===== src/rtl/cpu_pkg.sv =====
// Shared CPU definitions: fetch FSM states and the instruction field
// bit positions that both the fetch and decode stages slice on.
package cpu_pkg;

  localparam int INSTR_W  = 32;

  localparam int OP_HI    = 27;
  localparam int OP_LO    = 26;
  localparam int FUNCT_HI = 25;
  localparam int FUNCT_LO = 22;
  localparam int RD_HI    = 15;
  localparam int RD_LO    = 12;

  typedef enum logic [2:0] {
    IDLE  = 3'd0,
    REQ   = 3'd1,
    WAIT  = 3'd2,
    HOLD  = 3'd3,
    DRAIN = 3'd4
  } fetch_state_t;

endpackage


===== src/rtl/fetch_skid_reg.sv =====
// One-entry holding register for a fetched word and its PC; used to park a
// response that arrives while decode is stalled. Clear wins over load.
module fetch_skid_reg
  import cpu_pkg::*;
#(
  parameter int ADDR_W = 32
) (
  input  logic               clk,
  input  logic               rst_n,
  input  logic               i_load,
  input  logic               i_clear,
  input  logic [INSTR_W-1:0] i_data,
  input  logic [ADDR_W-1:0]  i_pc,
  output logic               o_valid,
  output logic [INSTR_W-1:0] o_data,
  output logic [ADDR_W-1:0]  o_pc
);

  logic               r_valid;
  logic [INSTR_W-1:0] r_data;
  logic [ADDR_W-1:0]  r_pc;

  always_ff @(posedge clk or negedge rst_n) begin
    if (!rst_n) begin
      r_valid <= 1'b0;
      r_data  <= '0;
      r_pc    <= '0;
    end else if (i_clear) begin
      r_valid <= 1'b0;
    end else if (i_load) begin
      r_valid <= 1'b1;
      r_data  <= i_data;
      r_pc    <= i_pc;
    end
  end

  assign o_valid = r_valid;
  assign o_data  = r_data;
  assign o_pc    = r_pc;

endmodule


===== src/rtl/fetch_unit_pipe.sv =====
// Instruction fetch stage: one outstanding imem request, IF/ID slot with a
// skid entry for stalls, and redirect squashing of wrong-path responses.
module fetch_unit_pipe
  import cpu_pkg::*;
#(
  parameter int                ADDR_W   = 32,
  parameter logic [ADDR_W-1:0] RESET_PC = '0,
  parameter int                PC_STEP  = 4
) (
  input  logic               clk,
  input  logic               rst_n,
  input  logic               stall,
  input  logic               redirect,
  input  logic [ADDR_W-1:0]  redirect_pc,
  output logic               imem_req,
  output logic [ADDR_W-1:0]  imem_addr,
  input  logic               imem_gnt,
  input  logic               imem_rvalid,
  input  logic [INSTR_W-1:0] imem_rdata,
  output logic               if_valid,
  output logic [INSTR_W-1:0] if_instr,
  output logic [ADDR_W-1:0]  if_pc,
  output logic [ADDR_W-1:0]  if_pc_next,
  output logic [1:0]         if_op,
  output logic [3:0]         if_funct,
  output logic [3:0]         if_rd,
  output fetch_state_t       dbg_state
);

  fetch_state_t       r_state;
  fetch_state_t       w_state_nxt;
  logic [ADDR_W-1:0]  r_pc;
  logic [ADDR_W-1:0]  w_pc_nxt;
  logic [ADDR_W-1:0]  w_pc_inc;
  logic               w_load;
  logic               w_from_skid;
  logic               w_skid_load;
  logic               w_skid_clear;
  logic               w_skid_valid;
  logic [INSTR_W-1:0] w_skid_data;
  logic [ADDR_W-1:0]  w_skid_pc;
  logic [INSTR_W-1:0] w_slot_data;
  logic [ADDR_W-1:0]  w_slot_pc;

  logic               r_if_valid;
  logic [INSTR_W-1:0] r_if_instr;
  logic [ADDR_W-1:0]  r_if_pc;
  logic [ADDR_W-1:0]  r_if_pc_next;

  assign w_pc_inc = r_pc + ADDR_W'(PC_STEP);

  always_ff @(posedge clk or negedge rst_n) begin
    if (!rst_n) begin
      r_state <= IDLE;
      r_pc    <= RESET_PC;
    end else begin
      r_state <= w_state_nxt;
      r_pc    <= w_pc_nxt;
    end
  end

  // Redirect outranks stall and any response; a grant or response that
  // coincides with it decides whether a drain is still owed.
  always_comb begin
    w_state_nxt  = r_state;
    w_pc_nxt     = r_pc;
    w_load       = 1'b0;
    w_from_skid  = 1'b0;
    w_skid_load  = 1'b0;
    w_skid_clear = 1'b0;
    if (redirect) begin
      w_pc_nxt     = redirect_pc;
      w_skid_clear = 1'b1;
      case (r_state)
        REQ:         w_state_nxt = imem_gnt ? DRAIN : REQ;
        WAIT, DRAIN: w_state_nxt = imem_rvalid ? REQ : DRAIN;
        default:     w_state_nxt = REQ;
      endcase
    end else begin
      case (r_state)
        IDLE: w_state_nxt = REQ;
        REQ:  if (imem_gnt) w_state_nxt = WAIT;
        WAIT: begin
          if (imem_rvalid) begin
            if (stall) begin
              w_skid_load = 1'b1;
              w_state_nxt = HOLD;
            end else begin
              w_load      = 1'b1;
              w_pc_nxt    = w_pc_inc;
              w_state_nxt = REQ;
            end
          end
        end
        HOLD: begin
          if (!stall) begin
            w_load       = 1'b1;
            w_from_skid  = 1'b1;
            w_skid_clear = 1'b1;
            w_pc_nxt     = w_pc_inc;
            w_state_nxt  = REQ;
          end
        end
        DRAIN:   if (imem_rvalid) w_state_nxt = REQ;
        default: w_state_nxt = IDLE;
      endcase
    end
  end

  fetch_skid_reg #(.ADDR_W(ADDR_W)) u_skid (
    .clk     (clk),
    .rst_n   (rst_n),
    .i_load  (w_skid_load),
    .i_clear (w_skid_clear),
    .i_data  (imem_rdata),
    .i_pc    (r_pc),
    .o_valid (w_skid_valid),
    .o_data  (w_skid_data),
    .o_pc    (w_skid_pc)
  );

  assign w_slot_data = w_from_skid ? w_skid_data : imem_rdata;
  assign w_slot_pc   = w_from_skid ? w_skid_pc   : r_pc;

  // Without a stall the slot is consumed every cycle, so if_valid is a
  // one-cycle pulse per instruction unless decode holds it.
  always_ff @(posedge clk or negedge rst_n) begin
    if (!rst_n) begin
      r_if_valid   <= 1'b0;
      r_if_instr   <= '0;
      r_if_pc      <= '0;
      r_if_pc_next <= '0;
    end else if (redirect) begin
      r_if_valid <= 1'b0;
    end else if (!stall) begin
      r_if_valid <= w_load;
      if (w_load) begin
        r_if_instr   <= w_slot_data;
        r_if_pc      <= w_slot_pc;
        r_if_pc_next <= w_slot_pc + ADDR_W'(PC_STEP);
      end
    end
  end

  assign imem_req   = (r_state == REQ);
  assign imem_addr  = r_pc;
  assign if_valid   = r_if_valid;
  assign if_instr   = r_if_instr;
  assign if_pc      = r_if_pc;
  assign if_pc_next = r_if_pc_next;
  assign if_op      = r_if_instr[OP_HI:OP_LO];
  assign if_funct   = r_if_instr[FUNCT_HI:FUNCT_LO];
  assign if_rd      = r_if_instr[RD_HI:RD_LO];
  assign dbg_state  = r_state;

`ifndef SYNTHESIS
  a_rsp_while_idle_req: assert property (@(posedge clk) disable iff (!rst_n)
    !(imem_rvalid && (r_state == IDLE || r_state == REQ)));
  a_gnt_outside_req: assert property (@(posedge clk) disable iff (!rst_n)
    !(imem_gnt && r_state != REQ));
  a_hold_has_skid: assert property (@(posedge clk) disable iff (!rst_n)
    !(r_state == HOLD && !w_skid_valid));
`endif

endmodule


===== config.mk =====
export PLATFORM = sky130hd
export DESIGN_NAME = fetch_unit_pipe
export DESIGN_NICKNAME = d
export VERILOG_FILES = /design/src/rtl/cpu_pkg.sv /design/src/rtl/fetch_skid_reg.sv /design/src/rtl/fetch_unit_pipe.sv
export SDC_FILE = /design/constraint.sdc
export NUM_CORES = 1
export LEC_CHECK = 0
export ABC_AREA = 1
export CAP_MARGIN = 20
export CORE_ASPECT_RATIO = 0.8
export CORE_MARGIN = 2
export CORE_UTILIZATION = 57
export CTS_BUF_LIST = sky130_fd_sc_hd__clkbuf_8
export DETAILED_ROUTE_END_ITERATION = 8
export DONT_BUFFER_PORTS = 1
export PLACE_DENSITY = 0.72
export SLEW_MARGIN = 25
export SYNTH_ARGS = -nofsm -noshare
export SYNTH_HDL_FRONTEND = slang
export SYNTH_SLANG_ARGS = --single-unit

===== constraint.sdc =====
create_clock -name clk -period 2.95 [get_ports clk]
set_clock_uncertainty 0.05 [all_clocks]
set_input_delay 0.4425 -clock clk [delete_from_list [all_inputs] [get_ports clk]]
set_output_delay 0.4425 -clock clk [all_outputs]
set_load 0.02 [all_outputs]

Word level (Yosys, flattened, before mapping)
Cells that the tools add are included.

cells by class
  $add $sub $neg = 2
  multiply operators = 0
  divide/modulo/power cells = 0
  $lt $le $gt $ge = 0
  equality and inequality tests = 9
  shifts and indexed selects = 0
  multiplexer cells = 29
  bitwise gates (word level) = 3
  reductions and logical operators = 7

operators by type and width
  cell                   count
  $mux 32                5
  $add 32x3->32 const B  2
  $pmux 32 s2            1
  $mux 3                 7
  $pmux 3 s5             1
  $mux 1                 12
  $ne 3x3->1 const B     3
  $eq 3x2->1 const B     2
  $pmux 3 s2             1
  $reduce_and 2->1       2
  $reduce_and 4->1       1
  $eq 3x1->1 const B     1
  $eq 3x3->1 const B     1
  $logic_not 3->1        1
  $ne 3x2->1 const B     1
  $not 1->1              3
  $reduce_and 3->1       1
  $reduce_bool 3->1      1
  $mux 2                 1
  $ne 2x1->1 const B     1
  $pmux 1 s2             1
  $reduce_or 2->1        1

word-level totals
  register bits after elaboration = 196
  bits in latches = 0
  memory bits (writable) = 0
  bits in read-only memories = 0
  input bits = 70
  output and inout port bits = 143
  logic and storage cells = 58
  memories kept = 0

Longest topological paths before layout
Gate-level depths: netlist of run 1.

  depth after elaboration = 6
  mapped depth = 15
  gate-level depth less buffers = 15

By module
A second synthesis of run 1 with hierarchy kept.

unflattened totals
  cell total of the unflattened synthesis = 1,391
  area total of the unflattened synthesis = 10,471.3 um2

by module, submodules not included
  module           instances  cells each  area an instance (um2)  sequential area each (um2)
  fetch_unit_pipe  1          1,109       7,862.5                 3,253.1
  fetch_skid_reg   1          282         2,608.8                 1,626.6

Worst setup path after synthesis of run 1
OpenSTA, ideal clock, no wires.

  path type = register to register
  from = register r_state[0] (netlist: dbg_state[0])
  to = register r_state[0] (netlist: dbg_state[0])
  setup time = 135 ps
  arrival = 1,882 ps
  required time = 2,765 ps
  slack = 884 ps
  cell stages (with the launch flop) = 8
  buffers on the path = 0
  clock period less this slack = 2,066 ps
  cells stage by stage = dfrtp_1 -> inv_1 -> nor3_1 -> inv_1 -> o211ai_1 -> nand2_1 -> o211ai_1 -> o211ai_1

between the ends
  elaborated cells on any way between the ends = 14
  classes of those cells = 8 x eq/ne; 3 x mux; 3 x reduce/logical

RTL lines
  item                                        line                   text
  start: declaration                          fetch_unit_pipe.sv:30  fetch_state_t r_state;
  start signal: assignment                    fetch_unit_pipe.sv:57  r_state <= w_state_nxt;
  $eq 3x1->1 *                                --
  via imem_req                                fetch_unit_pipe.sv:15  output logic imem_req,
  $pmux 3 s5 (tied with other cells)          fetch_unit_pipe.sv:80  case (r_state)
  $mux 3 or $reduce_and 4->1 (tied branches)  --

The timed path passes the listed nets; every way through them passes the cells marked *.
A chain may end at the register's enable or synchronous reset.

Worst setup path in the final report of run 1
  from = register r_pc[3] (netlist: imem_addr[3])
  to = register r_pc[26] (netlist: imem_addr[26])

between the ends
  longest elaborated chain between the ends = 5

ends and longest elaborated chain
  item                      line                                          text
  start: declaration        fetch_unit_pipe.sv:32                         logic [ADDR_W-1:0] r_pc;
  start signal: assignment  fetch_unit_pipe.sv:58                         r_pc <= w_pc_nxt;
  $add 32x3->32 *           fetch_unit_pipe.sv:50                         assign w_pc_inc = r_pc + ADDR_W'(PC_STEP);
  $mux 32 *                 fetch_unit_pipe.sv:85, fetch_unit_pipe.sv:96
  $mux 32                   fetch_unit_pipe.sv:84                         if (imem_rvalid) begin
  $pmux 32 s2 *             fetch_unit_pipe.sv:80
  $mux 32 *                 fetch_unit_pipe.sv:71                         if (redirect) begin

Mark *: on every way between the ends. The rest lies on a longest branch, timed or not. The select of a mux whose other input is x is not followed.

==> results of run 1 <==
==> state kept, by name, indices dropped and copies added (netlist names) <==
| register | flops |
|---|---|
| if_pc | 32 |
| if_pc_next | 30 |
| dbg_state | 3 |
| u_skid.o_pc | 32 |
| imem_addr | 32 |
| u_skid.o_data | 32 |
| if_valid | 1 |
| if_instr | 32 |
==> kinds of logic after synthesis <==
group / Yosys count / synth area share, %
AND/OR/NAND/NOR: 779 / 32.3
AO/OA/AOI/OAI: 225 / 11.7
buffers and inverters: 198 / 8.36
flip-flops: 194 / 46.9
XOR/XNOR: 6 / 0.508
adder cells (fa/ha/maj): 2 / 0.242
==> layout make-up <==
type / count / share of cell area, %
Multi-Input combinational cell: 1012 / 42.9
Sequential cell: 194 / 44.7
Clock inverter: 15 / 1.54
Timing Repair Buffer: 21 / 1.94
Clock buffer: 17 / 2.16
Tap cell: 230 / 2.65
Inverter: 118 / 4.08
==> stage by stage <==
| stage | setup slack, ns | total power, mW | area (µm²) | hold WS, ns | util, % |
|---|---|---|---|---|---|
| 2_1_floorplan | 0.884 | 8.37 | 10300 | 0.0969 | - |
| 3_3_place_gp | 0.360 | 9.37 | 10400 | 0.102 | 58.2 |
| 3_5_place_dp | 0.313 | 9.45 | 10400 | 0.104 | 58.2 |
| 4_1_cts | 0.279 | 11.2 | 10900 | -0.419 | 60.5 |
| 5_1_grt | 0.0287 | 12.0 | 10900 | -0.432 | 60.5 |
| 6_report | 0.152 | 11.2 | 10900 | -0.395 | 60.5 |
==> metal layers <==
metal,up-vias,wire length (µm),GRT usage [%]
li1,4409,-,-
met1,4234,12300,42.0
met2,327,12300,43.2
met3,30,2560,8.94
met4,0,423,7.35
met5,-,0,0
==> placed cells by master (no fill, tap or decap), drive strengths merged, types with 2 or more instances in the layout <==
| master | instances |
|---|---|
| ha | 2 |
| dfrtp | 194 |
| xor2 | 5 |
| o211ai | 16 |
| nand2 | 476 |
| nor3 | 22 |
| or2 | 3 |
| o21a | 3 |
| nand3 | 107 |
| nand4 | 10 |
| clkbuf | 17 |
| clkinvlp | 3 |
| o21ai | 140 |
| a21oi | 46 |
| a31oi | 5 |
| a22oi | 2 |
| inv | 123 |
| clkinv | 6 |
| nor2 | 140 |
| o22ai | 10 |
| buf | 20 |
| nand3b | 20 |
==> where the power goes <==
| part | switching [mW] | total (mW) | leakage (nW) | internal (mW) |
|---|---|---|---|---|
| Combinational | 2.32 | 3.47 | 2.87 | 1.15 |
| Sequential | 2.20 | 5.96 | 2.35 | 3.75 |
| Clock | 1.06 | 1.77 | 0.195 | 0.709 |
| Total | 5.58 | 11.2 | 5.42 | 5.62 |
==> worst paths after layout <==
kind | start | end | slack, ns | cells past startpoint
setup / recovery | imem_addr[3] | imem_addr[26] | 0.15 | 10
hold / removal | rst_n | imem_addr[0] | -0.39 | 0
setup reg to reg | imem_addr[3] | imem_addr[26] | 0.15 | 10
hold reg to reg | u_skid.o_pc[24] | u_skid.o_pc[24] | 0.44 | 2
max in group asynchronous | rst_n | u_skid.o_pc[5] | 2.95 | 0
min in group clk | imem_gnt | dbg_state[0] | 0.02 | 1
==> metrics, run 1 <==
Hold Slack=-0.395 ns; routed via count=9000; ANT nets after route=0; PD cells=1030 nW/µm²; CTS Buffer Depth=2; Core ar.=between 15000 and 20000 µm²; syn nets=~1500; Total GRT Usage=a little under 30%; Most common cell on crit path=nand2_1; area leader, netlist=dfrtp_1; status=finished with violations; fin cells=between 1500 and 2000; Wirelength per Cell=roughly 17 µm; EDFF count, synth=0; MaxCap Viol Count=0; port bufs=0; placed cells=approximately 1600; Final Critical Period=about 2.8 ns; most frequent cells after synthesis=nand2_1, dfrtp_1, o21ai_0; Async SR Flop Fraction=between 90% and 100%; Avg Inst Size Synth=7.37 µm²; Final TNS setup=0 ns; register area share after synthesis=approximately 47%; Die Footprint=about 19000 µm²; hold violation count in the final report=between 150 and 200; FMAX=between 300 and 400 MHz; startpoint types=flip-flop; final setup fails=0; Critical Path Fanout Max=6; Crit. End Element=flip-flop; Area contributors post-synth=dfrtp_1, nand2_1, o21ai_0, nand3_1, nor2_1; clock slew at reported path FFs=approximately 0.12 ns; peak per-stage delay on the critical path=between 0.6 and 0.7 ns; H-tree levels=4; later-pin clock latency in the skew report=0.48 ns; Routed WL=around 28000 µm; post_cts resized=0; Crit Path Class=flip-flop to flip-flop; violated checks=negative hold slack; initial antenna violation count=0; CTS tree=built; Max Transition Viols Final=0; worst path buffer plus inverter count=0; Max VDD drop=approximately 0.00067 V; cts hold-fix bufs=1; post-route clock period utilization=94.9%; Reg area=a little under 5000 µm²; Die Ht=125 µm; total CTS buffers=17; CTS sink count=~190; HPWL Detailed=about 19000 µm; Final #Nets=between 1000 and 1500; area grow syn2layout=4.90%; cells after synthesis=roughly 1400; Routability Congestion=slightly above 0.9; Post-CTS Setup Inserts=0; share of the synthesized area in the top cell type=46.9%; Hold Path Class=primary input to asynchronous set/reset pin; First-pass DRT Iterations=6; Ports=approximately 210; Filler cells=approximately 1700; RSZ-0062 raised after global routing=false; cell with the most instances after synthesis=nand2_1; Post-Synthesis Cell Area=between 10000 and 15000 µm²; footprint of the multi-input gates=roughly 4700 µm²; arrival time at the worst endpoint=about 3.1 ns; delay-heaviest family, CP=simple AND/OR/NAND/NOR gates; crit path cell chain=ha_1 > nand3_1 > nor2_1 > nand2_1 > nor3_1 > nand2_1 > nand2_1 > nand3_1 > o211ai_1 > o21ai_0; #FFs+latches synth=about 190; drt drc=0; max_slew headroom=around 53%; largest net degree at the start of global routing=between 150 and 200; Primary FF master, synth=dfrtp_1; ratio of cells with drive above 1 in the final layout=between 7 and 8%; CP required=3.25 ns; pin slew with the least headroom to its limit=around 0.7 ns; vias in the first global route=~8400; Die W=about 150 µm; Starting Density=~58%; First DRT Iteration DRCs=~760; Row Count=44; first-pass GRT wire length=roughly 45000 µm; CP max-delay cell=dfrtp_1; overflow left after global routing=0; Syn. warnings=0; # diodes=0; clk root buf=clkbuf_8; Yosys cell types=39; leakage power=around 5.4 nW; vias per inst=roughly 5.6
No activity file was read; power rests on OpenSTA's default activity.
==> inputs of run 2 (changes only) <==
CORE_MARGIN = default   (was 2)
CORE_UTILIZATION = 50   (was 57)
PLACE_DENSITY = default   (was 0.72)
SYNTH_HIERARCHICAL = 1   (was default)
==> run 2 against run 1 <==
Against the previous run:
- the run still ends with negative hold slack left
- largest power group unchanged
- cell area is 1.7% higher
- non-clock buffer count rose by 13
- global-route usage rose by 0.15 points
- die area increased by 11%
==> metrics, run 2 <==
fin cells=1626 (was 1607); worst setup path start=dbg_state[2] (was imem_addr[3]); drt drc=0 (unchanged); overflow left after global routing=0 (unchanged); clk root buf=clkbuf_8 (unchanged); H-tree levels=4 (unchanged); startpoint types=flip-flop (unchanged); first-pass GRT wire length=49000 µm (was 44600 µm); Syn. warnings=6 (was 0); ANT nets after route=0 (unchanged); vias per inst=5.66 (was 5.60); port bufs=0 (unchanged); Avg Inst Size Synth=7.52 µm² (was 7.37 µm²); pin slew with the least headroom to its limit=0.748 ns (was 0.697 ns); RSZ-0062 raised after global routing=false (unchanged); later-pin clock latency in the skew report=0.49 ns (was 0.48 ns); CTS tree=built (unchanged); ratio of cells with drive above 1 in the final layout=8.59% (was 7.04%); max_slew headroom=50.1% (was 53.5%); Ports=213 (unchanged); HPWL Detailed=21300 µm (was 19300 µm); initial antenna violation count=0 (unchanged); Wirelength per Cell=18.7 µm (was 17.1 µm); MaxCap Viol Count=0 (unchanged); CP required=3.28 ns (was 3.25 ns); commonest non-fill, non-tap cell in the layout=nand2_1 (unchanged); crit path cell chain=nor2_4 > nand2_2 > nand2_1 > nand2_1 > ha_1 > nand3_1 > nor2_2 > inv_1 > nor2_1 > nand3_1 > nand2_1 > nand3_1 (was ha_1 > nand3_1 > nor2_1 > nand2_1 > nor3_1 > nand2_1 > nand2_1 > nand3_1 > o211ai_1 > o21ai_0); largest net degree at the start of global routing=195 (unchanged); Max Transition Viols Final=0 (unchanged); Hold Path Class=primary input to asynchronous set/reset pin (unchanged); placed cells=1593 (was 1574); peak per-stage delay on the critical path=0.56 ns (was 0.62 ns); Post-CTS Setup Inserts=0 (unchanged); Final Critical Period=2.65 ns (was 2.80 ns); arrival time at the worst endpoint=2.99 ns (was 3.10 ns); syn nets=1460 (was 1476); Die W=164 µm (was 155 µm); final setup fails=0 (unchanged); # diodes=0 (unchanged); violated checks=negative hold slack (unchanged); Crit. End Element=flip-flop (unchanged); Die Footprint=21500 µm² (was 19300 µm²); Die Ht=131 µm (was 125 µm); Final WS setup=0.296 ns (was 0.152 ns); combinational share of power=32.3% (was 31.0%); Routability Congestion=0.943 (was 0.922); Row Count=46 (was 44); post-route clock period utilization=90.0% (was 94.9%); Net Sw Frac=50.1% (was 49.8%); Crit Path Class=flip-flop to flip-flop (unchanged); Starting Density=51.8% (was 57.7%); Hold Slack=-0.429 ns (was -0.395 ns); Routed WL=30400 µm (was 27500 µm); CTS Buffer Depth=2 (unchanged); internal power=5.76 mW (was 5.62 mW); cts hold-fix bufs=1 (unchanged); status=finished with violations (unchanged); area grow syn2layout=5.73% (was 4.90%); most frequent cells in the layout=nand2_1, dfrtp_1, nand3_1, nor2_1, inv_1 (was nand2_1, dfrtp_1, o21ai_0, nor2_1, inv_1); worst reg2reg startpoint=dbg_state[2] (was imem_addr[3]); CP max-delay cell=dfrtp_1 (unchanged); routed via count=9207 (was 9000); First DRT Iteration DRCs=902 (was 756); total CTS buffers=17 (unchanged); Total GRT Usage=29.3% (was 29.2%); CTS sink count=194 (unchanged); hold violation count in the final report=194 (unchanged); FMAX=377 MHz (was 357 MHz); switching pwr=5.80 mW (was 5.58 mW); Reg power frac=51.0% (was 53.2%); Core ar.=20100 µm² (was 17900 µm²); vias in the first global route=8662 (was 8366); Critical Path Fanout Max=27 (was 6); leakage power=5.45 nW (was 5.42 nW); clock network power share=16.8% (was 15.8%); PD cells=1050 nW/µm² (was 1030 nW/µm²); Final #Nets=1421 (was 1436); fin area=11000 µm² (was 10900 µm²); Post-Synthesis Cell Area=10400 µm² (was 10300 µm²); Final TNS setup=0 ns (unchanged); clock slew at reported path FFs=0.12 ns (about the same); Max VDD drop=0.000587 V (was 0.000666 V); cells after synthesis=1388 (was 1404); First-pass DRT Iterations=6 (unchanged); Area after DPL=10600 µm² (was 10400 µm²); dpl ws=0.365 ns (was 0.313 ns)
==> run 2: repair_timing <==
item	in CTS	in global routing
hold endpoints to repair	196	194
setup endpoints to repair	0	0
resized for setup	0	0
==> run 2: worst max-delay path, delay by kind of cell (launching register included) <==
| kind | cells | cell delay [ns] |
|---|---|---|
| simple gates | 10 | 1.69 |
| flops | 1 | 0.56 |
| buf+inv | 1 | 0.06 |
| fa+ha+maj | 1 | 0.16 |
==> run 2: per-layer routing <==
layer	global-route usage [%]	up-vias	part of all wire, %
met5	0	-	0
met4	7.77	0	1.6
met3	8.21	41	8.9
li1	-	4457	-
met2	41.2	343	42
met1	43.8	4366	47
==> run 2: final cells by class <==
cell class,count,area (µm²)
Tap cell,264,330
Fill cell,1990,9110
Inverter,101,380
Clock buffer,17,234
Multi-Input combinational cell,1001,4720
Clock inverter,15,211
Sequential cell,194,4850
Timing Repair Buffer,34,308
==> run 2: metrics by stage <==
step	hold slack (ns)	power (mW)	util, %
floorplan	0.0969	8.39	-
global placement	0.100	9.56	52.5
detailed placement	0.101	9.63	52.5
CTS	-0.450	11.6	54.8
global route	-0.464	12.4	54.8
finish	-0.429	11.6	54.8
==> run 2: final timing paths <==
kind                            slack [ns]  depth (start not counted)               to
worst max-delay path                  0.30                         12   if_pc_next[26]
worst min-delay path                 -0.43                          0      if_instr[7]
max in group asynchronous             3.01                          0   u_skid/o_pc[3]
worst min register to register        0.43                          2  u_skid/o_pc[19]
min in group clk                      0.02                          2     imem_addr[1]
worst max register to register        0.30                         12   if_pc_next[26]
==> run 2: power groups by stage <==
stage               combinational (mW)  sequential, mW  clock (mW)
detailed placement                3.68            5.95           0
CTS                               3.69            5.89        1.97
floorplan                         2.87            5.52           0
global placement                  3.64            5.92           0
global route                      4.22            6.07        2.08
finish                            3.73            5.90        1.94
==> edit 1 (config.mk and constraints of run 1) <==
Reset style: synchronous (`rst_n`), changed in 3 clocked blocks.
--- a/src/rtl/fetch_skid_reg.sv
+++ b/src/rtl/fetch_skid_reg.sv
@@ -20,7 +20,7 @@
   logic [INSTR_W-1:0] r_data;
   logic [ADDR_W-1:0]  r_pc;
 
-  always_ff @(posedge clk or negedge rst_n) begin
+  always_ff @(posedge clk) begin
     if (!rst_n) begin
       r_valid <= 1'b0;
       r_data  <= '0;
--- a/src/rtl/fetch_unit_pipe.sv
+++ b/src/rtl/fetch_unit_pipe.sv
@@ -49,7 +49,7 @@
 
   assign w_pc_inc = r_pc + ADDR_W'(PC_STEP);
 
-  always_ff @(posedge clk or negedge rst_n) begin
+  always_ff @(posedge clk) begin
     if (!rst_n) begin
       r_state <= IDLE;
       r_pc    <= RESET_PC;
@@ -124,7 +124,7 @@
 
   // Without a stall the slot is consumed every cycle, so if_valid is a
   // one-cycle pulse per instruction unless decode holds it.
-  always_ff @(posedge clk or negedge rst_n) begin
+  always_ff @(posedge clk) begin
     if (!rst_n) begin
       r_if_valid   <= 1'b0;
       r_if_instr   <= '0;
Formal check against the unedited RTL: differs if rst_n is asserted again (counterexample within 4 cycles, from zero or initial values and one cycle with rst_n low); with rst_n held inactive, the same outputs for 4 cycles.
==> edit 1 against run 1 <==
  * Via count increased by 0.71%
  * Area after synthesis decreased by 8.9%
  * Sequential cell count unchanged
  * Hold slack improved by 450 ps
  * Non-clock buffer count increased by 10
  * Worst setup slack improved by 210 ps
  * Routed wire length decreased by 6.0%
  * Maximum frequency increased by 8.2%
  * Cell area decreased by 8.6%
  * Highest routed layer unchanged
Power is not compared: it rests on default switching activity, and its combinational part moved more than twofold at a synthesized area within 25%.
==> edit 1: results (changes against run 1) <==
| Metric | Value |
|---|---|
| Outcome | `finished, final reports clean` |
| Pin count of the biggest net entering global routing | `148 (-24%)` |
| Grt met1 use | `0.4011 (-0.01888)` |
| I/O Buffers | `0 (unchanged)` |
| Clock tree buffer depth | `2 (unchanged)` |
| Slew Limit Fails | `0 (unchanged)` |
| Max FO, Critical Path | `21 (+15)` |
| Synth Warn # | `0 (unchanged)` |
| Setup Fix Bufs, Post-CTS | `0 (unchanged)` |
| Rel. slew slack | `0.3376 (-0.1972)` |
| P_sw | `1.411 mW` |
| Sink of the worst hold path | `imem_addr[1]$_SDFFE_PN0P_` |
| Setup crit end | `if_pc_next[20]$_SDFFE_PN0P_` |
| Vias per cell | `5.773 (+3.1%)` |
| Worst EP arrival | `2860 ps (-240 ps)` |
| # H-tree levels | `4 (unchanged)` |
| GR Layer Usage met3 | `0.1061 (+0.01671)` |
| Clock group | `1.80 mW` |
| Nets | `1409 (-1.9%)` |
| Total Routed Length | `25890 um (-6.0%)` |
| Reg clk slew, reported paths | `100 ps (-20 ps)` |
| Final Wtd Congestion | `0.9758 (+5.9%)` |
| Hold path depth | `2` |
| Post-synth net total | `1458 (-1.2%)` |
| HP Class | `primary input to flop` |
| Slowest stage delay, CP | `450 ps (-170 ps)` |
| CTS root buf | `clkbuf_8` |
| Reg2Reg Depth | `12 (+2)` |
| DP Area | `9500 um^2 (-9.0%)` |
| Commonest cells in the netlist | `247 x nand2_1, 210 x nor2_1, 194 x dfxtp_1, 170 x o21ai_0, 117 x a21oi_1` |
| Netlist cell types | `41 (+5.1%)` |
| Reg2reg setup slack | `360 ps (+210 ps)` |
| GR Util met2 | `0.4401 (+0.007868)` |
| DR WL met2 | `11110 um (-9.4%)` |
| Fill count | `1584 (-6.2%)` |
| Flop pwr share | `0.561` |
| CTS Buf Count | `17 (unchanged)` |
| First-pass GRT wire length | `41760 um (-6.4%)` |
| Slowest CP cell | `dfxtp_2` |
| DP HPWL | `18200 um (-5.7%)` |
| GRT Overall Usage | `0.2938 (+0.002247)` |
| Vias in the first global route | `8197 (-2.0%)` |
| Worst R2R Start | `dbg_state[0]$_SDFFE_PN0P_` |
| DR WL met3 | `2590 um (+1.1%)` |
| Fraction of layout cells with a size suffix above 1 | `0.06222 (-0.008221)` |
| Antenna Cells | `0 (unchanged)` |
| VDD IR max | `0.3108 mV` |
| DRT iter0 DRCs | `739 (-2.2%)` |
| FFs w/ async S/R, synth | `0 (-1.000)` |
| Seq/Total Area, Yosys | `0.4119 (-0.05728)` |
| Met1 wire length | `11700 um (-4.8%)` |
| Crit path kind | `flop to flop` |
| Ranking of synthesized cells by area | `dfxtp_1 41%, nand2_1 9.8%, o21ai_0 9.0%` |
| Leakage power | `3.858 nW` |
| Uppermost layer routed | `met4` |
## edit 1: cell count changes after synthesis, sizes merged, moves of 10 or more
cell	run 1	this run
a211oi	1	33
a21oi	46	117
a31oi	5	15
clkbuf	46	56
dfrtp	194	0
dfxtp	0	194
nand2	476	253
nand3	107	91
nand3b	20	4
nor2	140	217
o21ai	140	171
## edit 1: critical path, delay by kind of cell (launching register included)
family | cells | cell delay [ps]
AND/OR/NAND/NOR | 9 | 1520
adder cells (fa/ha/maj) | 1 | 200
AO/OA/AOI/OAI | 2 | 230
flip-flops | 1 | 450
## edit 1: per-stage QoR
step           instances  total power [mW]  utilization  setup slack (ps)  hold WS (ps)
3_3_place_gp        1537             3.245       0.5813             396.9         386.0
3_5_place_dp        1537             3.251       0.5813             295.0         391.0
5_1_grt             1570             5.212       0.6070             75.03         17.18
6_report            1570             4.993       0.6070             362.8         53.27
4_1_cts             1570             5.030       0.6069             275.2         10.30
2_1_floorplan       1386             3.157            -             662.4         380.0
## edit 1: final cells by class
cell class | instances | area, um^2 | area share
inverters | 115 | 431.7 | 0.04351
clock inverters | 15 | 173.9 | 0.01753
flip-flops and latches | 194 | 3886 | 0.3917
multi-input cells | 978 | 4659 | 0.4697
repair buffers | 31 | 260.3 | 0.02623
clock buffers | 17 | 234.0 | 0.02358
well taps | 220 | 275.3 | 0.02775
## edit 1: what timing repair did
action / 4_1_cts / 5_1_grt
setup endpoints to repair: 0 / 3
endpoints found under the hold margin: 1 / 0
resized for setup: 0 / 2
hold buffers: 1 / 0
## edit 1: kinds of logic after synthesis
logic type | synth area share
flops | 0.4119
fa+ha+maj | 0.002654
xor+xnor | 0.004645
simple gates | 0.2747
compound gates | 0.2102
buf+inv | 0.09594
==> edit 2 (settings of run 1) <==
Without the edit above. `ADDR_W` is set to 32 in 2 places; all go to 16.
--- a/src/rtl/fetch_skid_reg.sv
+++ b/src/rtl/fetch_skid_reg.sv
@@ -3,7 +3,7 @@
 module fetch_skid_reg
   import cpu_pkg::*;
 #(
-  parameter int ADDR_W = 32
+  parameter int ADDR_W = 16
 ) (
   input  logic               clk,
   input  logic               rst_n,
--- a/src/rtl/fetch_unit_pipe.sv
+++ b/src/rtl/fetch_unit_pipe.sv
@@ -3,7 +3,7 @@
 module fetch_unit_pipe
   import cpu_pkg::*;
 #(
-  parameter int                ADDR_W   = 32,
+  parameter int                ADDR_W   = 16,
   parameter logic [ADDR_W-1:0] RESET_PC = '0,
   parameter int                PC_STEP  = 4
 ) (
Ports: changed (resized if_pc, if_pc_next, imem_addr and redirect_pc); port bits go from 213 to 149. The function was not compared with the original's and may differ.
==> edit 2 against run 1 <==
  * The flow still finishes with violations (hold timing)
  * Sequential cell count is 64 lower
  * Core utilization is 1.0 points higher
  * Non-clock buffer count is 12 lower
  * Cell area is 39% lower
  * Global-route usage is 3.5 points lower
  * Area after synthesis is 40% lower
  * Routed wire length is 47% lower
  * Worst setup slack better by 560 ps
  * Power is 40% lower
  * Count of clock-buffer cells in the layout is 4 higher
  * Critical endpoint is now imem_addr[14]$_DFFE_PN0P_
==> edit 2: results (changes against run 1) <==
| Metric | Value |
|---|---|
| Outcome | `complete, but fails checks` |
| Failing checks | `hold timing` |
| DRT iter0 DRCs | `407 (-46%)` |
| Setup Fix Bufs, Post-CTS | `0 (unchanged)` |
| Uppermost layer routed | `met4` |
| Leakage power | `3.452 nW (-36%)` |
| Final Wtd Congestion | `0.8858 (-3.9%)` |
| Post-synth net total | `848 (-43%)` |
| DR WL met3 | `1563 um (-39%)` |
| Crit. Startpoint | `imem_addr[3]$_DFFE_PN0P_` |
| CTS resizes | `0 (unchanged)` |
| Reg2Reg Depth | `7 (-3)` |
| P_sw | `2.881 mW (-48%)` |
| Fraction of layout cells with a size suffix above 1 | `0.08174 (+0.01129)` |
| DRT Pass-1 Iters | `5 (-1)` |
| Cells after Synth | `793 (-44%)` |
| Nets | `826 (-42%)` |
| FFs w/ async S/R, synth | `1.000 (unchanged)` |
| HP Class | `primary input to asynchronous set/reset pin` |
| Seq/Total Area, Yosys | `0.5203 (+0.05115)` |
| Met1 wire length | `6396 um (-48%)` |
| Vias per cell | `5.523 (-1.4%)` |
| CTS Buf Count | `17 (unchanged)` |
| Vias in the first global route | `4789 (-43%)` |
| Total Routed Length | `14540 um (-47%)` |
| DP Area | `6242 um^2 (-40%)` |
| Netlist cell types | `34 (-13%)` |
| Pin count of the biggest net entering global routing | `131 (-33%)` |
| Cell Count Post-Placement | `896 (-43%)` |
| Hold_ws | `-343.3 ps (+51.24 ps)` |
| Clk Latency, worst-skew pair | `430 ps (-50 ps)` |
| VDD IR max | `0.5156 mV (-23%)` |
| DR WL met2 | `6433 um (-48%)` |
| # H-tree levels | `4 (unchanged)` |
| Initial antenna violation count | `0 (unchanged)` |
| Antenna Cells | `0 (unchanged)` |
| DP HPWL | `9705 um (-50%)` |
| CTS root buf | `clkbuf_8` |
| I/O Buffers | `0 (unchanged)` |
| Ranking of synthesized cells by area | `dfrtp_1 52%, nand2_1 16%, o21ai_0 6.3%` |
| Hold Fails Final Rpt | `130 (-33%)` |
| First-pass GRT wire length | `23820 um (-47%)` |
| Slew @ Worst Pin | `867.3 ps (+170.5 ps)` |
| Max FO, Critical Path | `5 (-1)` |
| Critical R2R Capture | `imem_addr[14]$_DFFE_PN0P_` |
| Commonest cells in the netlist | `268 x nand2_1, 130 x dfrtp_1, 79 x o21ai_0, 68 x inv_1, 55 x nor2_1` |
| GRT Overall Usage | `0.2569 (-0.03472)` |
| Fin cells | `927 (-42%)` |
| Worst EP arrival | `2530 ps (-570 ps)` |
| Fill count | `952 (-44%)` |
| Clock tree buffer depth | `2 (unchanged)` |
| Reg2reg setup slack | `710 ps (+560 ps)` |
| Crit path kind | `flop to flop` |
| Synth Warn # | `0 (unchanged)` |
| Reg clk slew, reported paths | `70 ps (-50 ps)` |
edit 2: power groups by stage:
stage               Combinational, mW  Sequential, mW  Clock, mW
finish                           1.50            3.79       1.41
global route                     1.75            3.89       1.51
CTS                              1.50            3.80       1.45
detailed placement               1.49            3.83          0
global placement                 1.42            3.79          0
floorplan                        1.44            3.53          0
edit 2: routing by layer:
metal	global-route usage	vias up
met5	0	-
met4	0.08140	0
met3	0.09038	14
met2	0.3721	196
met1	0.3626	2448
li1	-	2462
edit 2: kinds of logic (layout without fill, tap and decap cells):
kind of cell               after synthesis  after routing  share of synthesized area
xor gates and xnor gates                 9              9                    0.01261
DFF                                    130            130                     0.5203
adders and majority gates                1              1                   0.002001
buffers and inverters                  121            111                    0.08585
AOI/OAI and AO/OA                      139            139                     0.1191
and+or+nand+nor                        393            393                     0.2602
edit 2: stage by stage:
stage / hold WS (ps) / utilization / setup WS [ps]
finish: -343.3 / 0.6147 / 708.3
global route: -372.1 / 0.6147 / 506.3
CTS: -363.7 / 0.6147 / 753.2
detailed placement: 99.78 / 0.5800 / 780.4
global placement: 100.4 / 0.5800 / 843.3
floorplan: 96.91 / - / 979.9
edit 2: layout make-up:
cell class              count  area (um^2)  share of cell area
flip-flops and latches    130         3253              0.4917
multi-input cells         542         2462              0.3722
clock buffers              21        289.0             0.04368
inverters                  71        266.5             0.04028
well taps                 144        180.2             0.02723
clock inverters            10        85.08             0.01286
repair buffers              9        80.08             0.01210
edit 2: worst max-delay path, cell delays in order (launching register included):
cell     delay (ps)
dfrtp_1         580
ha_1            280
nand3_1         140
nor3_1          340
nand3_1         240
o21ai_0         270
a21oi_1          90
o21ai_0         170
